--- src/rtl/fetch_queue.sv ---
// fetch_queue: instruction fetch front end for the 8-bit pipelined core.
//
// Owns the fetch PC (fpc), drives the combinational instruction ROM and
// buffers fetched {pc, inst} pairs in a small in-order circular queue that
// feeds the IF/ID pipeline register.
//
// Handshake: the head entry is offered while out_valid=1 and is consumed on
// a rising edge where out_valid=1, stall=0 and redirect=0. redirect flushes
// the queue and reloads fpc, and takes priority over stall.
//
// Optional feature, enabled by defining FETCH_BYPASS_EN: when the queue is
// empty the ROM word is presented straight on out_* in the same cycle, which
// removes one bubble cycle after a redirect.
//
// DEPTH must be a power of two and at least 2 (the pointers wrap naturally).
module fetch_queue #(
  parameter int DEPTH  = 4,
  parameter int PC_W   = 12,
  parameter int INST_W = 19
) (
  input  logic                     clk,
  input  logic                     reset,
  output logic [PC_W-1:0]          imem_addr,
  input  logic [INST_W-1:0]        imem_data,
  input  logic                     redirect,
  input  logic [PC_W-1:0]          redirect_pc,
  input  logic                     stall,
  output logic                     out_valid,
  output logic [INST_W-1:0]        out_inst,
  output logic [PC_W-1:0]          out_pc,
  output logic [$clog2(DEPTH):0]   count
);

  localparam int AW = $clog2(DEPTH);
  localparam int CW = AW + 1;
  localparam logic [CW-1:0] FULL = CW'(DEPTH);

  // Fetch PC and queue bookkeeping.
  logic [PC_W-1:0]   fpc;
  logic [AW-1:0]     rp;
  logic [AW-1:0]     wp;
  logic [CW-1:0]     cnt;

  // Queue storage. Not reset: entries are only visible while cnt covers them.
  logic [PC_W-1:0]   pc_mem   [DEPTH];
  logic [INST_W-1:0] inst_mem [DEPTH];

  // Control terms.
  logic q_valid;    // queue holds at least one entry
  logic byp_valid;  // empty queue presenting the live ROM word
  logic pop;        // head consumed by IF/ID this cycle
  logic push;       // fetch slot used this cycle (fpc advances)
  logic byp_take;   // live ROM word consumed without touching storage
  logic wr_en;      // ROM word written into storage
  logic rd_adv;     // stored head retired

  // Bypass qualification: only when empty, not redirecting and out of reset.
  always_comb begin
    q_valid = (cnt != '0);
`ifdef FETCH_BYPASS_EN
    byp_valid = reset & ~redirect & ~q_valid;
`else
    byp_valid = 1'b0;
`endif
  end

  // Handshake and queue control; redirect overrides both push and pop.
  always_comb begin
    out_valid = q_valid | byp_valid;
    pop       = out_valid & ~stall & ~redirect;
    push      = ~redirect & ((cnt < FULL) | pop);
    byp_take  = byp_valid & pop;
    wr_en     = push & ~byp_take;
    rd_adv    = pop & ~byp_take;
  end

  // Output mux: live ROM word on bypass, else stored head, else NOP / PC 0.
  always_comb begin
    out_inst = '0;
    out_pc   = '0;
    if (byp_valid) begin
      out_inst = imem_data;
      out_pc   = fpc;
    end else if (q_valid) begin
      out_inst = inst_mem[rp];
      out_pc   = pc_mem[rp];
    end
  end

  // Status outputs.
  always_comb begin
    imem_addr = fpc;
    count     = cnt;
  end

  // Fetch PC, pointers and occupancy; redirect flushes and reloads fpc.
  always_ff @(posedge clk or negedge reset) begin
    if (!reset) begin
      fpc <= '0;
      rp  <= '0;
      wp  <= '0;
      cnt <= '0;
    end else if (redirect) begin
      fpc <= redirect_pc;
      rp  <= '0;
      wp  <= '0;
      cnt <= '0;
    end else begin
      if (push) begin
        fpc <= fpc + PC_W'(1);
      end
      if (wr_en) begin
        wp <= wp + AW'(1);
      end
      if (rd_adv) begin
        rp <= rp + AW'(1);
      end
      case ({wr_en, rd_adv})
        2'b10:   cnt <= cnt + CW'(1);
        2'b01:   cnt <= cnt - CW'(1);
        default: cnt <= cnt;
      endcase
    end
  end

  // Storage write of the fetched {pc, inst} pair at the write pointer.
  always_ff @(posedge clk) begin
    if (wr_en) begin
      pc_mem[wp]   <= fpc;
      inst_mem[wp] <= imem_data;
    end
  end

endmodule

--- config.mk ---
export PLATFORM = sky130hd
export DESIGN_NAME = fetch_queue
export DESIGN_NICKNAME = d
export VERILOG_FILES = /design/src/rtl/fetch_queue.sv
export SDC_FILE = /design/constraint.sdc
export NUM_CORES = 1
export LEC_CHECK = 0
export BUFFER_PORTS_ARGS = -buffer_cell sky130_fd_sc_hd__clkbuf_2
export CORE_MARGIN = 2
export CORE_UTILIZATION = 30
export DETAILED_ROUTE_END_ITERATION = 12
export SLEW_MARGIN = 15
export SYNTH_ARGS = -nofsm -noshare
export SYNTH_HDL_FRONTEND = slang
export SYNTH_SLANG_ARGS = --single-unit
--- constraint.sdc ---
create_clock -name clk -period 3.2 [get_ports clk]
set_clock_uncertainty 0.05 [all_clocks]
set_input_delay 0.96 -clock clk [delete_from_list [all_inputs] [get_ports clk]]
set_output_delay 0.96 -clock clk [all_outputs]
set_load 0.005 [all_outputs]
; ---- Yosys cells after proc, flatten, opt, wreduce, memory -nomap -nowiden
; Memory sizes are Yosys's and may differ from the RTL's.
; Index checks and enable logic that the tools add are counted.
[classes]
bitwise = 6
magnitude_cmp = 1
n_reduce_logical = 4
eq_ne = 2
multipliers = 0
addsub = 5
div = 0
n_shift = 0
mux = 12
[ops]
columns = op, n
row1 = 12-bit 2-to-1 mux, 3
row2 = 19-bit 2-to-1 mux, 1
row3 = 12-bit by 1-bit adder with 12-bit output (second input constant), 1
row4 = 2-bit 2-to-1 mux, 4
row5 = 3-bit case mux with 2 select lines, 1
row6 = 3-bit nonzero test, 2
row7 = 2-bit by 1-bit adder with 2-bit output (second input constant), 2
row8 = 2-bit nonzero test, 2
row9 = 3-bit by 1-bit adder with 3-bit output (second input constant), 1
row10 = 1-bit bitwise AND, 3
row11 = 3-bit less-than comparator (second input constant), 1
row12 = 3-bit 2-to-1 mux, 1
row13 = 3-bit by 1-bit subtractor with 3-bit output (second input constant), 1
row14 = 2-bit by 1-bit == test with 1-bit output (second input constant), 1
row15 = 2-bit == test (second input constant), 1
row16 = 1-bit 2-to-1 mux, 2
row17 = 1-bit inverter, 2
row18 = 1-bit OR, 1
[totals]
output_inout_bits = 47
n_memories = 2
mem_bits_rw = 124
rom_bits = 0
regBits = 19
word_cells = 36
latch_bits = 0
[memory_table]
columns = name, depth, width, rd, rd_clocked_by_memory_dff, write_ports, line
row1 = inst_mem, 4, 19, 1, 0, 1, 46  ; logic [INST_W-1:0] inst_mem [DEPTH];
row2 = pc_mem, 4, 12, 1, 0, 1, 45  ; logic [PC_W-1:0] pc_mem [DEPTH];

; ---- Longest topological paths before layout
[depth]
word_depth = 8
ltp_mapped = 6
mapped_depth_nobuf = 5

; ---- Worst setup path before layout
; OpenSTA, ideal clock, no wires.
[synth_timing]
path_type = input to register
from = input port stall
to = memory inst_mem[0][0], enable pin
stages = 3
arrival_ns = 2.148
required_ns = 2.759
path_slack_ns = 0.611
path_cell_list = clkbuf_1 a21oi_1 and2_1
[synth_between]
elab_chain_len = 7
[synth_lines]
columns = element, line
row1 = from (decl), 27  ; input logic stall,
row2 = 1-bit inverter, 70  ; pop = out_valid & ~stall & ~redirect;
row3 = 1-bit bitwise AND (2 in series), 70
row4 = 1-bit OR, 71  ; push = ~redirect & ((cnt < FULL) | pop);
row5 = 1-bit bitwise AND, 71
row6 = 1-bit 2-to-1 mux, 128  ; if (wr_en) begin
row7 = 1-bit 2-to-1 mux (not written as such), 130  ; inst_mem[wp] <= imem_data;
row8 = to (decl), 46
; No other way between the ends.

; ---- Worst setup path in the final report
[layout_timing]
from = register rp[0]
to = output port out_pc[7]
[layout_between]
elab_chain_len = 2
[layout_lines]
columns = element, line
row1 = from (decl), 40  ; logic [AW-1:0] rp;
row2 = from (signal assigned), 116  ; rp <= rp + AW'(1);
row3 = memory 4 x 12 bit, -
row4 = 12-bit 2-to-1 mux, 84  ; end else if (q_valid) begin
row5 = to (decl), 30  ; output logic [PC_W-1:0] out_pc,
; No other way between the ends.

==> run metrics <==
Syn Area/Cell 18.6 um^2; buffer and inverter count on the worst path 2; first-pass GRT wire length 17.7 mm; CP Capture Type output pin; via/cell ratio 4.49; Clk Tree Root Cell clkbuf_16; status finished clean; Tmin final 2.99 ns; Cell variety after synth 35; leak pwr 2.49 nW; Initial Util 0.308; Max Slew Vio Count 0; most frequent cells in the layout edfxtp_1, clkbuf_2, mux4_2, nor2b_1; DR WL/cell 16.9 um; sequential area share after synthesis 0.723; worst setup margin 0.205 ns; most common cell after layout, fill and taps aside edfxtp_1; critical path fanouts, max 19; CTS Buf Count 17; CTS tree built; Fmax 334 MHz; Placed Area 6590 um^2; Critical Path Source Type flip-flop; post-route cell area 7110 um^2; Period Utilization, post-route 0.936; Initial DRC Count 169; vias after detailed routing 3047; total power 5.03 mW; gp weighted congestion 0.671; # DRC 0; syn_nets 353; unrepaired setup endpoints after global routing false; Fillers 1760; pwr/cell area 707 nW/um^2; Post-Syn Area 5800 um^2; number of global-route vias before repair 3129; Final ANT Viol Nets 0; gr ovfl total 0; max-cap viol count 0; clk_lat worst skew 0.41 ns; row cnt 50; htree depth 4; Worst EP arrival 1.98 ns; CP max stage delay 0.57 ns; FF+latch count, synth 143; routed wire length 11.5 mm; Final Hold Vio Count 0; Post-Syn Instances 312; Final Util 0.378; largest net degree at the start of global routing 37; Die X 143 um; final setup vio count 0; critical path class flip-flop to output pin; post_cts resized 0; Reg clk slew, reported paths 0.06 ns; initial antenna violation count 0; die height 143 um; family with the most delay on the worst path multiplexers; Max Root-Sink Buffers 2; predominant post-synthesis flop cell edfxtp_1; Crit-path slowest cell mux4_2; Area growth syn-to-layout 22.6%; overall global routing resource usage 0.120; clock sink count 143; Worst Path Required 2.19 ns; setup TNS 0 ns; NumNets Final 448; Post-CTS Setup Inserts 0; worst min-delay path category input pin to asynchronous set/reset pin; worst ir drop on vdd 0.404 mV; die area 20500 um^2; fraction of layout cells with a size suffix above 1 0.394; EDFF count, synth 124; DP Wirelength 7.53 mm; area of the core 18800 um^2; Cell Chain, Critical Path buf_4 > mux4_2 > nor2b_1 > clkbuf_2; Post-synth ARST share 0.133; # diodes 0; cts hold-fix bufs 0; Synth warnings 0; DRT Pass-1 Iters 4; pre-CTS setup slack 0.598 ns; port buffer count 81; Ports 82
==> final timing paths <==
check	startpoint	to	slack (ns)	cells past startpoint
worst max-delay path	rp[0]$_DFFE_PN0P_	out_pc[7]	0.21	4
worst min-delay path	reset	imem_addr[2]$_DFFE_PN0P_	0.45	1
worst max register to register	count[2]$_DFFE_PN0P_	pc_mem[1][4]$_DFFE_PP_	1.41	3
worst min register to register	wp[1]$_DFFE_PN0P_	wp[1]$_DFFE_PN0P_	0.55	2
max in group asynchronous	reset	rp[0]$_DFFE_PN0P_	2.28	1
min in group clk	wp[1]$_DFFE_PN0P_	wp[1]$_DFFE_PN0P_	0.55	2
==> final cells by class <==
cell class,count,area (um^2),area share
Tap cell,260,325,0.0457
Multi-Input combinational cell,147,1500,0.211
Clock buffer,19,433,0.0609
Timing Repair Buffer,92,538,0.0756
Sequential cell,143,4200,0.591
Clock inverter,12,96.3,0.0135
Inverter,6,22.5,0.00317
==> Yosys cell counts (2+ instances only) <==
library cell,count,area share
edfxtp_1,124,0.64
mux4_2,31,0.12
nor2b_1,31,0.033
dfrtp_1,19,0.082
nand2_1,16,0.010
xnor2_1,10,0.015
o21ai_0,8,0.0069
clkbuf_1,7,0.0045
a21oi_1,6,0.0052
inv_1,6,0.0039
ha_1,5,0.011
o21ai_1,5,0.0043
and2_1,4,0.0043
buf_6,4,0.0078
nor2_1,4,0.0026
nand3_1,3,0.0026
nor4_2,3,0.0065
xor2_1,3,0.0045
buf_1,2,0.0013
buf_2,2,0.0017
mux2_2,2,0.0039
nor3_1,2,0.0017
nor3b_1,2,0.0026
nor4b_2,2,0.0052
==> layer usage <==
layer | share of wire | vias up | wire length (um) | global-route usage
li1 | - | 1396 | - | -
met5 | 0 | - | 0 | 0
met4 | 0.013 | 0 | 152 | 0.0469
met3 | 0.047 | 11 | 538 | 0.0376
met2 | 0.48 | 84 | 5480 | 0.187
met1 | 0.46 | 1556 | 5330 | 0.156
==> power breakdown <==
group / switching, mW / internal [mW] / total, mW
Clock: 0.712 / 1.05 / 1.76
Sequential: 0.115 / 2.24 / 2.36
Combinational: 0.466 / 0.444 / 0.911
Total: 1.29 / 3.74 / 5.03
==> metrics by stage <==
| stage | hold WS, ns | std cells |
|---|---|---|
| 2_1_floorplan | 0.487 | 312 |
| 3_3_place_gp | 0.532 | 648 |
| 3_5_place_dp | 0.551 | 648 |
| 4_1_cts | 0.450 | 679 |
| 5_1_grt | 0.478 | 679 |
| 6_report | 0.453 | 679 |
==> cells by family (layout without fill, tap and decap cells) <==
group                    Yosys count  in the layout  share of synthesized area
AND/OR/NAND/NOR                   71             71                     0.0752
XOR/XNOR                          13             13                     0.0196
other                              1              1                   0.000646
AO/OA/AOI/OAI                     22             22                     0.0205
buffers and inverters             22            129                     0.0205
flip-flops                       143            143                      0.723
adder cells (fa/ha/maj)            6              6                     0.0142
multiplexers                      34             34                      0.126
==> flip-flops by register name, indices dropped and copies added (netlist names) <==
name,cells
pc_mem,48
wp,2
inst_mem,76
imem_addr,12
rp,2
count,3
Power figures use the tool's default switching activity.
